<file path="src/rtl/id_ex_operand_stage.sv">
// ============================================================================
// id_ex_operand_stage : ID/EX register with load-use hazard detection and
// MEM/WB operand forwarding to the ALU (forwarding enabled by ID_EX_FWD_EN).
// Revision: 1.0
// ============================================================================
`default_nettype none

module id_ex_operand_stage #(
    parameter int DW = 32,
    parameter int AW = 5,
    parameter int CW = 4
) (
    input  logic          i_clk,
    input  logic          i_rst_n,
    input  logic          i_valid,
    input  logic [CW-1:0] i_ALUctrl,
    input  logic [AW-1:0] i_rs1,
    input  logic [AW-1:0] i_rs2,
    input  logic [AW-1:0] i_rd,
    input  logic [DW-1:0] i_rdata1,
    input  logic [DW-1:0] i_rdata2,
    input  logic [DW-1:0] i_imm,
    input  logic          i_use_imm,
    input  logic          i_regwrite,
    input  logic          i_memread,
    input  logic          i_flush,
    input  logic [AW-1:0] i_mem_rd,
    input  logic          i_mem_regwrite,
    input  logic [DW-1:0] i_mem_y,
    input  logic [AW-1:0] i_wb_rd,
    input  logic          i_wb_regwrite,
    input  logic [DW-1:0] i_wb_data,
    output logic          o_stall,
    output logic          o_valid,
    output logic [CW-1:0] o_ALUctrl,
    output logic [DW-1:0] o_A,
    output logic [DW-1:0] o_B,
    output logic [DW-1:0] o_store_data,
    output logic [AW-1:0] o_rd,
    output logic          o_regwrite,
    output logic          o_memread
);

    logic          ex_valid;
    logic [CW-1:0] ex_aluctrl;
    logic [AW-1:0] ex_rs1;
    logic [AW-1:0] ex_rs2;
    logic [AW-1:0] ex_rd;
    logic [DW-1:0] ex_rdata1;
    logic [DW-1:0] ex_rdata2;
    logic [DW-1:0] ex_imm;
    logic          ex_use_imm;
    logic          ex_regwrite;
    logic          ex_memread;

    logic          stall;
    logic [DW-1:0] fwd_a;
    logic [DW-1:0] fwd_b;

    // Flush and stall both collapse to a single all-zero bubble.
    always_ff @(posedge i_clk or negedge i_rst_n) begin
        if (!i_rst_n) begin
            ex_valid    <= 1'b0;
            ex_aluctrl  <= '0;
            ex_rs1      <= '0;
            ex_rs2      <= '0;
            ex_rd       <= '0;
            ex_rdata1   <= '0;
            ex_rdata2   <= '0;
            ex_imm      <= '0;
            ex_use_imm  <= 1'b0;
            ex_regwrite <= 1'b0;
            ex_memread  <= 1'b0;
        end else if (i_flush || stall) begin
            ex_valid    <= 1'b0;
            ex_aluctrl  <= '0;
            ex_rs1      <= '0;
            ex_rs2      <= '0;
            ex_rd       <= '0;
            ex_rdata1   <= '0;
            ex_rdata2   <= '0;
            ex_imm      <= '0;
            ex_use_imm  <= 1'b0;
            ex_regwrite <= 1'b0;
            ex_memread  <= 1'b0;
        end else begin
            ex_valid    <= i_valid;
            ex_aluctrl  <= i_ALUctrl;
            ex_rs1      <= i_rs1;
            ex_rs2      <= i_rs2;
            ex_rd       <= i_rd;
            ex_rdata1   <= i_rdata1;
            ex_rdata2   <= i_rdata2;
            ex_imm      <= i_imm;
            ex_use_imm  <= i_use_imm;
            ex_regwrite <= i_regwrite & i_valid;
            ex_memread  <= i_memread & i_valid;
        end
    end

`ifdef ID_EX_FWD_EN
    // Only a load in EX cannot be forwarded in time; everything else resolves via MEM/WB.
    assign stall = i_valid & ex_valid & ex_memread & (ex_rd != '0) &
                   ((i_rs1 == ex_rd) | (~i_use_imm & (i_rs2 == ex_rd)));

    always_comb begin
        fwd_a = ex_rdata1;
        if (i_mem_regwrite && (i_mem_rd != '0) && (i_mem_rd == ex_rs1))
            fwd_a = i_mem_y;
        else if (i_wb_regwrite && (i_wb_rd != '0) && (i_wb_rd == ex_rs1))
            fwd_a = i_wb_data;
    end

    always_comb begin
        fwd_b = ex_rdata2;
        if (i_mem_regwrite && (i_mem_rd != '0) && (i_mem_rd == ex_rs2))
            fwd_b = i_mem_y;
        else if (i_wb_regwrite && (i_wb_rd != '0) && (i_wb_rd == ex_rs2))
            fwd_b = i_wb_data;
    end
`else
    logic rs1_raw;
    logic rs2_raw;
    logic unused_nofwd;

    // Without forwarding, wait until the producer has left MEM; the write-through
    // register file covers the WB stage.
    assign rs1_raw = (i_rs1 != '0) &
                     ((ex_valid & ex_regwrite & (ex_rd == i_rs1)) |
                      (i_mem_regwrite & (i_mem_rd == i_rs1)));
    assign rs2_raw = (i_rs2 != '0) &
                     ((ex_valid & ex_regwrite & (ex_rd == i_rs2)) |
                      (i_mem_regwrite & (i_mem_rd == i_rs2)));
    assign stall   = i_valid & (rs1_raw | (~i_use_imm & rs2_raw));

    assign fwd_a = ex_rdata1;
    assign fwd_b = ex_rdata2;

    assign unused_nofwd = ^{i_mem_y, i_wb_rd, i_wb_regwrite, i_wb_data, ex_rs1, ex_rs2};
`endif

    assign o_stall      = stall;
    assign o_valid      = ex_valid;
    assign o_ALUctrl    = ex_aluctrl;
    assign o_A          = fwd_a;
    assign o_B          = ex_use_imm ? ex_imm : fwd_b;
    assign o_store_data = fwd_b;
    assign o_rd         = ex_rd;
    assign o_regwrite   = ex_regwrite;
    assign o_memread    = ex_memread;

endmodule

`default_nettype wire

</file>
<file path="config.mk">
export PLATFORM = sky130hd
export DESIGN_NAME = id_ex_operand_stage
export DESIGN_NICKNAME = d
export VERILOG_FILES = /design/src/rtl/id_ex_operand_stage.sv
export SDC_FILE = /design/constraint.sdc
export NUM_CORES = 1
export LEC_CHECK = 0
export BUFFER_PORTS_ARGS = -buffer_cell sky130_fd_sc_hd__buf_2
export CAP_MARGIN = 10
export CORE_AREA = 4 4 116 118
export DETAILED_ROUTE_END_ITERATION = 10
export DIE_AREA = 0 0 120 122
export GPL_ROUTABILITY_DRIVEN = 1
export PLACE_DENSITY_LB_ADDON = 0.12
export SLEW_MARGIN = 5
export SYNTH_ARGS = -nofsm -noshare
export SYNTH_HDL_FRONTEND = slang
export SYNTH_SLANG_ARGS = --single-unit
</file>
<file path="constraint.sdc">
create_clock -name i_clk -period 3.7 [get_ports i_clk]
set_input_delay 0.555 -clock i_clk [delete_from_list [all_inputs] [get_ports i_clk]]
set_output_delay 0.555 -clock i_clk [all_outputs]
set_load 0.01 [all_outputs]
</file>
=== Word-level counts from Yosys, hierarchy flattened ===
Index checks and enable logic that the tools add are counted.

* Bits in registers: 109
* Input port bits: 198
* Word-level logic and storage cells: 41

* Eq/ne operators: 4
* Muxes and demuxes: 10
* Bitwise gates (word level): 15
* Reduce and logical (&&, ||, !) cells: 3

{| class="wikitable"
|+ Operators with widths
! cell !! count
|-
| $mux 32 || 4
|-
| $eq 5x5->1 || 4
|-
| $and 1x1->1 || 11
|-
| $reduce_bool 5->1 || 2
|-
| $mux 5 || 1
|-
| $mux 1 || 4
|-
| $mux 4 || 1
|-
| $or 1x1->1 || 3
|-
| $logic_or 1x1->1 || 1
|-
| $not 1->1 || 1
|}

=== Longest topological paths before layout ===
Gate-level depths: netlist of the first run.

* Depth in word-level cells: 9
* Depth in mapped cells: 7
* Mapped depth without buffers: 5

=== Least setup slack after synthesis of the first run ===
No wires, ideal clock.

* Path type: input to output
* Start: in i_rs1[0]
* End: out o_stall
* Data arrival time: 1.613 ns
* Setup slack: 1.532 ns
* Stages: 4
* Buffers on the path: 0
* Path through: or4_1 > o21a_1 > a22oi_1 > inv_1

* Longest elaborated chain between the ends: 6
* Elaborated cells between the ends (all ways): 9

{| class="wikitable"
|+ Ends and longest elaborated chain
! item !! RTL line !! source
|-
| from (decl) || 17 || <nowiki>input logic [AW-1:0] i_rs1,</nowiki>
|-
| $eq 5x5->1, on equally long branches || 129, 130 ||
|-
| $and 1x1->1, on equally long branches || 129, 130 ||
|-
| $or 1x1->1 || 129 || <nowiki>((ex_valid & ex_regwrite & (ex_rd == i_rs1)) |</nowiki>
|-
| $and 1x1->1 (*) || 128 || <nowiki>assign rs1_raw = (i_rs1 != '0) &</nowiki>
|-
| $or 1x1->1 (*) || 134 || <nowiki>assign stall = i_valid & (rs1_raw | (~i_use_imm & rs2_raw));</nowiki>
|-
| $and 1x1->1 (*) || 134 ||
|-
| to (decl) || 33 || <nowiki>output logic o_stall,</nowiki>
|}

Mark *: on every way between the ends. The rest lies on a longest branch, timed or not.

=== Final worst setup path of the first run ===
Ends and elaborated chain as after synthesis.

==> results of run 1 <==
-- state kept, by name (all words and copies together), names as in the netlist --
name	flops
o_regwrite	1
o_rd	5
o_memread	1
o_valid	1
ex_imm	32
o_store_data	32
ex_use_imm	1
o_ALUctrl	4
o_A	32
-- critical path: stages --
cell and delay [ns]:
buf_2 0.12, or4_1 0.52, o21a_1 0.23, a22oi_1 0.28
inv_1 0.07, buf_2 0.14
-- kinds of logic after synthesis --
family,count (synthesis)
simple gates,121
flops,109
mux,32
xor+xnor,20
buf+inv,16
compound gates,5
-- where the power goes --
part           switching (mW)  leakage [nW]  internal (mW)
logic                   0.163          1.62          0.167
clock network           0.408         0.143          0.542
registers              0.0257          1.41           1.25
-- cells in the mapped netlist (3+ instances only) --
cell      count
dfrtp_1     109
buf_1         3
and2_1      107
nor2_1        3
xor2_1       18
clkbuf_1      7
nor4_1        4
mux2_2       32
buf_6         5
-- stage by stage --
step	hold WS (ns)	area (um2)	power, mW	std cells	worst slack, ns
floorplan	0.259	4170	1.45	303	1.53
global placement	0.761	5530	1.64	701	1.20
detailed placement	0.764	5530	1.64	701	1.19
CTS	0.387	5820	2.61	717	1.14
global route	0.397	5820	2.70	717	1.07
finish	0.340	5820	2.56	717	1.22
-- final cells by class --
type | count | area share, %
Sequential cell | 109 | 46.9
Clock buffer | 12 | 4.23
Inverter | 1 | 0.0645
Clock inverter | 4 | 0.817
Timing Repair Buffer | 241 | 21.2
Tap cell | 172 | 3.70
Multi-Input combinational cell | 178 | 23.1
-- final timing paths --
kind / endpoint / cells past startpoint / slack, ns
max: o_stall / 6 / 1.22
min in group i_clk: o_store_data[26]$_DFF_PN0_ / 2 / 0.41
max in group asynchronous: o_A[19]$_DFF_PN0_ / 2 / 2.53
min: ex_imm[11]$_DFF_PN0_ / 1 / 0.34
min reg2reg: o_valid$_DFF_PN0_ / 5 / 1.04
max reg2reg: o_A[11]$_DFF_PN0_ / 6 / 1.74
-- metal layers --
layer | share of wire [%] | wire length (um) | track usage, %
met1 | 38 | 4040 | 16.5
met2 | 47 | 4930 | 24.0
met3 | 13 | 1350 | 7.20
met4 | 1.8 | 191 | 6.44
met5 | 0 | 0 | 0
==> impl_metrics.yaml, run 1 <==
finish:
  final_cell_mix: "buf_2 (235), dfrtp_1 (109), and2_1 (107), mux2_2 (32), xor2_1 (18)"
  seq_area_um2: 2730
  post-route-util_pct: 46.7
  layout_commonest_cell: "buf_2"
  insertedDiodeCount: 0
  num-fill-cells: 1220
  multi_input_area_um2: 1350
  area_delta_synth_final_pct: 39.5
  drive_above_1_share_pct: 52.8
  nNetsFinal: 738
floorplan:
  die_y_um: 122
  die_w_um: 120
  coreArea_um2: 12500
  start_util_pct: 33.5
  rows: 41
  pin_count: 307
  die_area_um2: 14600
clocking:
  cts_htree_levels: 3
  clkTransAtPathRegs_ns: 0.07
  cts_buffer_depth: 2
  cts_tree: "built"
  cts_sinks: 109
  postCtsSetupBuffers: 0
  root_buffer: "clkbuf_16"
  clock_latency_ns: 0.34
  cts_buffers: 9
  ctsResizeCount: 0
  hold_buffers: 0
synthesis:
  synth_top_family_by_area: "simple AND/OR/NAND/NOR gates"
  synth_compound_area_share_pct: 1.47
  synth_nets: 501
  ys_ff_latch: 109
  synth_mux_area_share_pct: 8.64
  ys_async_sr_fraction_pct: 100
  synth.area.top_cells: "dfrtp_1 (65%), and2_1 (16%), mux2_2 (8.6%)"
  yosysWarnings: 0
  synth-simple-area-share_pct: 18.0
  syn_area_um2: 4170
  synth_cell_type_count: 20
  ys_seq_area_share_pct: 65.4
  syn_inst: 303
  yosys.area_share.adder_pct: 0
  yosysTopAreaCell: "dfrtp_1"
  yosys.area_share.xor_xnor_pct: 4.20
  synth_edf_count: 0
  synth.avg_cell_area_um2: 13.8
  synth_top_flop_cell: "dfrtp_1"
  yosys.area.top_type_share_pct: 65.4
global_route:
  track_usage_pct: 14.7
  first_global_vias: 3309
  antenna_found_initial: 0
  grt_pass1_wl_um: 16600
  grt_overflow: 0
  grt_max_degree: 76
routing:
  wirelength_um: 10500
  antenna_left: 0
  drt_iter0_markers: 123
  first_pass_iters: 4
  num_vias: 3031
  drc: 0
  wl_per_cell_um: 14.7
  viasPerCell: 4.23
power:
  p_per_area_nw_per_um2: 440
  leakage_nw: 3.17
  ir_worst_vdd_v: 0.000212
timing:
  hold_viol_final: 0
  max_clock_freq_ghz: 0.404
  fin_crit_sh_pct: 66.9
  setup_tns_ns: 0
  slew_viol_final: 0
  worst_pin_slew_ns: 0.924
  rsz0062_at_grt: "false"
  relSlewSlack_pct: 38.4
  min_period_ns: 2.48
  finalClockSkew_ns: 0.00623
  finalSetupViolations: 0
worst_hold_path:
  hold_path.class: "primary input to async pin"
setup_path:
  critPathRequiredTime_ns: 3.14
  critPathLaunchType: "primary input"
  crit_arrival_ns: 1.92
  crit_path_start: "i_rs1[0]"
  end_kind: "primary output"
  crit_fanout: 4
  crit_type: "primary input to primary output"
  rr_startpoint: "o_rd[0]$_DFF_PN0_"
run_status:
  outcome: "finished clean"
placed_design:
  dp_hpwl_um: 7960
  io_buffers: 236
  routabilityCongestion: 0.807
job:
  cap_violations: 0
Power figures use the tool's default switching activity.
==> inputs of run 2 (changes only) <==
CORE_AREA = 4 4 117 119   (was 4 4 116 118)
DIE_AREA = 0 0 121 123   (was 0 0 120 122)
clock period = 2.55 ns   (was 3.7 ns; I/O delays follow)
==> run 2 against run 1 <==
  * Critical path depth unchanged
  * Sequential cell count unchanged
  * First-iteration DRC count increased by 9.8%
  * Total power increased by 46%
  * Hold slack got worse by 0.10 ns
  * Largest cell class unchanged
  * Highest routed layer unchanged
==> impl_metrics.yaml, run 2 (same netlist as run 1, synthesis figures left out) <==
finish:
  nNetsFinal: 739
  final_cell_mix: "buf_2 (235), dfrtp_1 (109), and2_1 (107), mux2_2 (32), xor2_1 (18)"
  insertedDiodeCount: 0
  post-route-util_pct: 46.5
  area_delta_synth_final_pct: 40.1
  drive_above_1_share_pct: 52.5
  layout_commonest_cell: "buf_2"
  stdcell_area_um2: 5840
floorplan:
  pin_count: 307
  die_y_um: 123
  rows: 41
  start_util_pct: 33.2
  die_w_um: 121
  coreArea_um2: 12600
  die_area_um2: 14900
timing:
  rsz0062_at_grt: "false"
  hold_viol_final: 0
  worst_pin_slew_ns: 0.483
  relSlewSlack_pct: 67.8
  setup_tns_ns: 0
  slew_viol_final: 0
  fin_ws_ns: 0.316
  finalSetupViolations: 0
  finalClockSkew_ns: 0.00531
  fin_crit_sh_pct: 87.6
  min_period_ns: 2.23
  max_clock_freq_ghz: 0.448
clocking:
  cts_sinks: 109
  root_buffer: "clkbuf_16"
  ctsResizeCount: 0
  cts_buffers: 9
  postCtsSetupBuffers: 0
  clkTransAtPathRegs_ns: 0.07
  cts_buffer_depth: 2
  cts_htree_levels: 3
  cts_tree: "built"
  clock_latency_ns: 0.34
setup_path:
  crit_arrival_ns: 1.85
  crit_fanout: 4
  critPathRequiredTime_ns: 2.17
  critPathLaunchType: "flip-flop"
  end_kind: "primary output"
  crit_type: "flip-flop to primary output"
power:
  total_power_mw: 3.73
  p_per_area_nw_per_um2: 638
  leakage_nw: 3.18
  ir_worst_vdd_v: 0.000393
global_route:
  first_global_vias: 3219
  antenna_found_initial: 0
  grt_overflow: 0
  grt_max_degree: 93
  grt_pass1_wl_um: 16400
  track_usage_pct: 14.3
routing:
  wl_per_cell_um: 14.7
  wirelength_um: 10500
  antenna_left: 0
  viasPerCell: 4.17
  first_pass_iters: 4
  drt_iter0_markers: 135
  num_vias: 2987
  drc: 0
placed_design:
  io_buffers: 236
  post-place-ws_ns: 0.342
  dpl_cell_area_um2: 5540
  dp_hpwl_um: 8010
  routabilityCongestion: 0.825
run_status:
  outcome: "finished clean"
worst_hold_path:
  hold_path.class: "primary input to flip-flop"
job:
  cap_violations: 0
[run 2: worst paths after layout]
kind | startpoint | end | slack (ns) | cells past startpoint
hold reg to reg | o_regwrite$_DFF_PN0_ | o_valid$_DFF_PN0_ | 1.06 | 5
setup reg to reg | o_rd[0]$_DFF_PN0_ | o_A[17]$_DFF_PN0_ | 0.67 | 6
max in group asynchronous | i_rst_n | o_store_data[19]$_DFF_PN0_ | 1.31 | 3
min in group asynchronous | i_rst_n | o_store_data[13]$_DFF_PN0_ | 0.54 | 2
hold / removal | i_imm[12] | ex_imm[12]$_DFF_PN0_ | 0.24 | 2
setup / recovery | o_rd[3]$_DFF_PN0_ | o_stall | 0.32 | 6
[run 2: layout make-up]
| cell class | instances | area (um2) |
|---|---|---|
| multi-input combinational | 178 | 1350 |
| timing repair buffer | 242 | 1260 |
| sequential | 109 | 2730 |
| fill | 1214 | 6720 |
| inverter | 1 | 3.75 |
| clock buffer | 14 | 264 |
| tap | 172 | 215 |
| clock inverter | 1 | 30.0 |
[run 2: repair_timing]
action | CTS | global route
hold endpoints to repair | 4 | 0
hold buffers | 1 | 0
endpoints found under the setup margin | 0 | 0
[run 2: worst max-delay path, stage by stage, from the launching register on]
cell     delay (ns)
dfrtp_1        0.41
xor2_1         0.15
nor4_1         0.33
a32o_1         0.26
a22oi_1        0.15
inv_1          0.08
buf_2          0.13
[run 2: per-stage QoR]
step	hold slack (ns)	std cells
after floorplan	0.0869	303
after global placement	0.374	701
after detailed placement	0.377	701
after CTS	0.222	717
after global routing	0.229	717
final	0.240	717
[run 2: power by group]
part | total (mW) | switching, mW | internal [mW] | leakage [nW]
Sequential | 1.85 | 0.0325 | 1.82 | 1.41
Combinational | 0.490 | 0.244 | 0.246 | 1.63
Clock | 1.38 | 0.572 | 0.811 | 0.143
[run 2: per-layer routing]
metal / wire (um) / part of all wire, % / vias up / global-route usage [%]
li1: - / - / 1436 / -
met1: 4150 / 39 / 1375 / 17.0
met2: 4750 / 45 / 160 / 22.0
met3: 1390 / 13 / 16 / 6.95
met4: 243 / 2.3 / 0 / 6.59
met5: 0 / 0 / - / 0
==> inputs of run 3 (changes only) <==
CTS_BUF_LIST = sky130_fd_sc_hd__clkbuf_4 sky130_fd_sc_hd__clkbuf_8 sky130_fd_sc_hd__clkbuf_16   (was unset)
==> run 3 against run 2 <==
  * Wire length up 0.13%
  * Global-route usage about the same
  * Sequential share of layout area down 0.090 points
  * Via count about the same
  * Total power up 0.91%
  * Critical path depth unchanged
  * Critical path type unchanged
==> impl_metrics.yaml, run 3 (same netlist as run 1, synthesis figures left out) <==
routing:
  drc: 0
  drt_iter0_markers: 126
  num_vias: 2988
  wirelength_um: 10500
  first_pass_iters: 4
  viasPerCell: 4.17
  antenna_left: 0
  wl_per_cell_um: 14.7
timing:
  fin_crit_sh_pct: 87.6
  slew_viol_final: 0
  rsz0062_at_grt: "false"
  finalSetupViolations: 0
  setup_tns_ns: 0
  finalClockSkew_ns: 0.00528
  min_period_ns: 2.23
  worst_pin_slew_ns: 0.483
  relSlewSlack_pct: 67.8
  hold_viol_final: 0
  max_clock_freq_ghz: 0.448
  fin_ws_ns: 0.316
setup_path:
  crit_type: "flip-flop to primary output"
  crit_chain: "xor2_1 > nor4_1 > a32o_1 > a22oi_1 > inv_1 > buf_2"
  crit_arrival_ns: 1.85
  end_kind: "primary output"
  critPathLaunchType: "flip-flop"
  r2r_cells: 6
  rr_startpoint: "o_rd[0]$_DFF_PN0_"
  slowest_delay_ns: 0.41
  regToRegSetupSlack_ns: 0.67
  critPathRequiredTime_ns: 2.17
  reg2reg_to: "o_A[17]$_DFF_PN0_"
  cp_slowest_cell: "dfrtp_1"
  crit_fanout: 4
finish:
  drive_above_1_share_pct: 53.0
  area_delta_synth_final_pct: 40.3
  insertedDiodeCount: 0
  final_cells: 717
  final_cell_mix: "buf_2 (235), dfrtp_1 (109), and2_1 (107), mux2_2 (32), xor2_1 (18)"
  num-fill-cells: 1212
  layout_commonest_cell: "buf_2"
  nNetsFinal: 739
  stdcell_area_um2: 5860
  post-route-util_pct: 46.6
placed_design:
  dpl_cell_area_um2: 5540
  post-place-ws_ns: 0.342
  routabilityCongestion: 0.825
  io_buffers: 236
  dp_hpwl_um: 8010
  place_inst: 701
clocking:
  cts_buffers: 9
  cts_sinks: 109
  hold_buffers: 1
  cts_buffer_depth: 2
  postCtsSetupBuffers: 0
  cts_htree_levels: 3
  cts_tree: "built"
  clock_latency_ns: 0.34
  root_buffer: "clkbuf_16"
  clkTransAtPathRegs_ns: 0.07
  ctsResizeCount: 0
floorplan:
  pin_count: 307
  coreArea_um2: 12600
  start_util_pct: 33.2
  die_y_um: 123
  die_w_um: 121
  rows: 41
  die_area_um2: 14900
global_route:
  antenna_found_initial: 0
  grt_max_degree: 93
  track_usage_pct: 14.4
  first_global_vias: 3229
  grt_overflow: 0
  grt_pass1_wl_um: 16400
power:
  ir_worst_vdd_v: 0.000397
  p_per_area_nw_per_um2: 642
  leakage_nw: 3.19
worst_hold_path:
  hold_path.class: "primary input to flip-flop"
  hold_end: "ex_imm[12]$_DFF_PN0_"
  min-delay-start: "i_imm[12]"
  min_path_cells: 2
run_status:
  outcome: "finished clean"
job:
  cap_violations: 0
[run 3: per-stage QoR]
step                hold WS, ns  total power, mW
floorplan                0.0869             2.11
global placement          0.374             2.38
detailed placement        0.377             2.39
CTS                       0.222             3.83
global route              0.229             3.95
finish                    0.240             3.76
[run 3: final cells by class]
type	count	area [um2]	area share [%]
Clock inverter	1	30.0	0.513
Tap cell	172	215	3.68
Multi-Input combinational cell	178	1350	23.0
Clock buffer	14	275	4.70
Sequential cell	109	2730	46.6
Inverter	1	3.75	0.0641
Timing Repair Buffer	242	1260	21.5
[run 3: worst max path at each step]
stage | from | to | slack, ns | depth (start not counted)
CTS | o_rd[3]$_DFF_PN0_ | o_stall | 0.31 | 6
global placement | i_rs1[0] | o_A[28]$_DFF_PN0_ | 0.36 | 6
global route | o_rd[3]$_DFF_PN0_ | o_stall | 0.14 | 6
finish | o_rd[3]$_DFF_PN0_ | o_stall | 0.32 | 6
floorplan | i_rs1[0] | ex_imm[0]$_DFF_PN0_ | 0.63 | 6
detailed placement | i_rs1[0] | o_A[28]$_DFF_PN0_ | 0.34 | 6
[run 3: report_power, final]
group / internal (mW) / switching [mW]
sequential: 1.82 / 0.0327
clock: 0.843 / 0.574
combinational: 0.246 / 0.244
total: 2.91 / 0.850
[run 3: metal layers]
metal / up-vias / global-route usage [%] / wire length, um
met1: 1377 / 17.0 / 4170
li1: 1435 / - / -
met2: 160 / 22.2 / 4760
met4: 0 / 6.59 / 243
met5: - / 0 / 0
met3: 16 / 6.95 / 1380
[run 3: worst max-delay path, delay by kind of cell, from the launching register on]
family          cells  cell delay [ns]
flops               1             0.41
buf+inv             2             0.21
simple gates        1             0.33
xor+xnor            1             0.15
compound gates      2             0.41
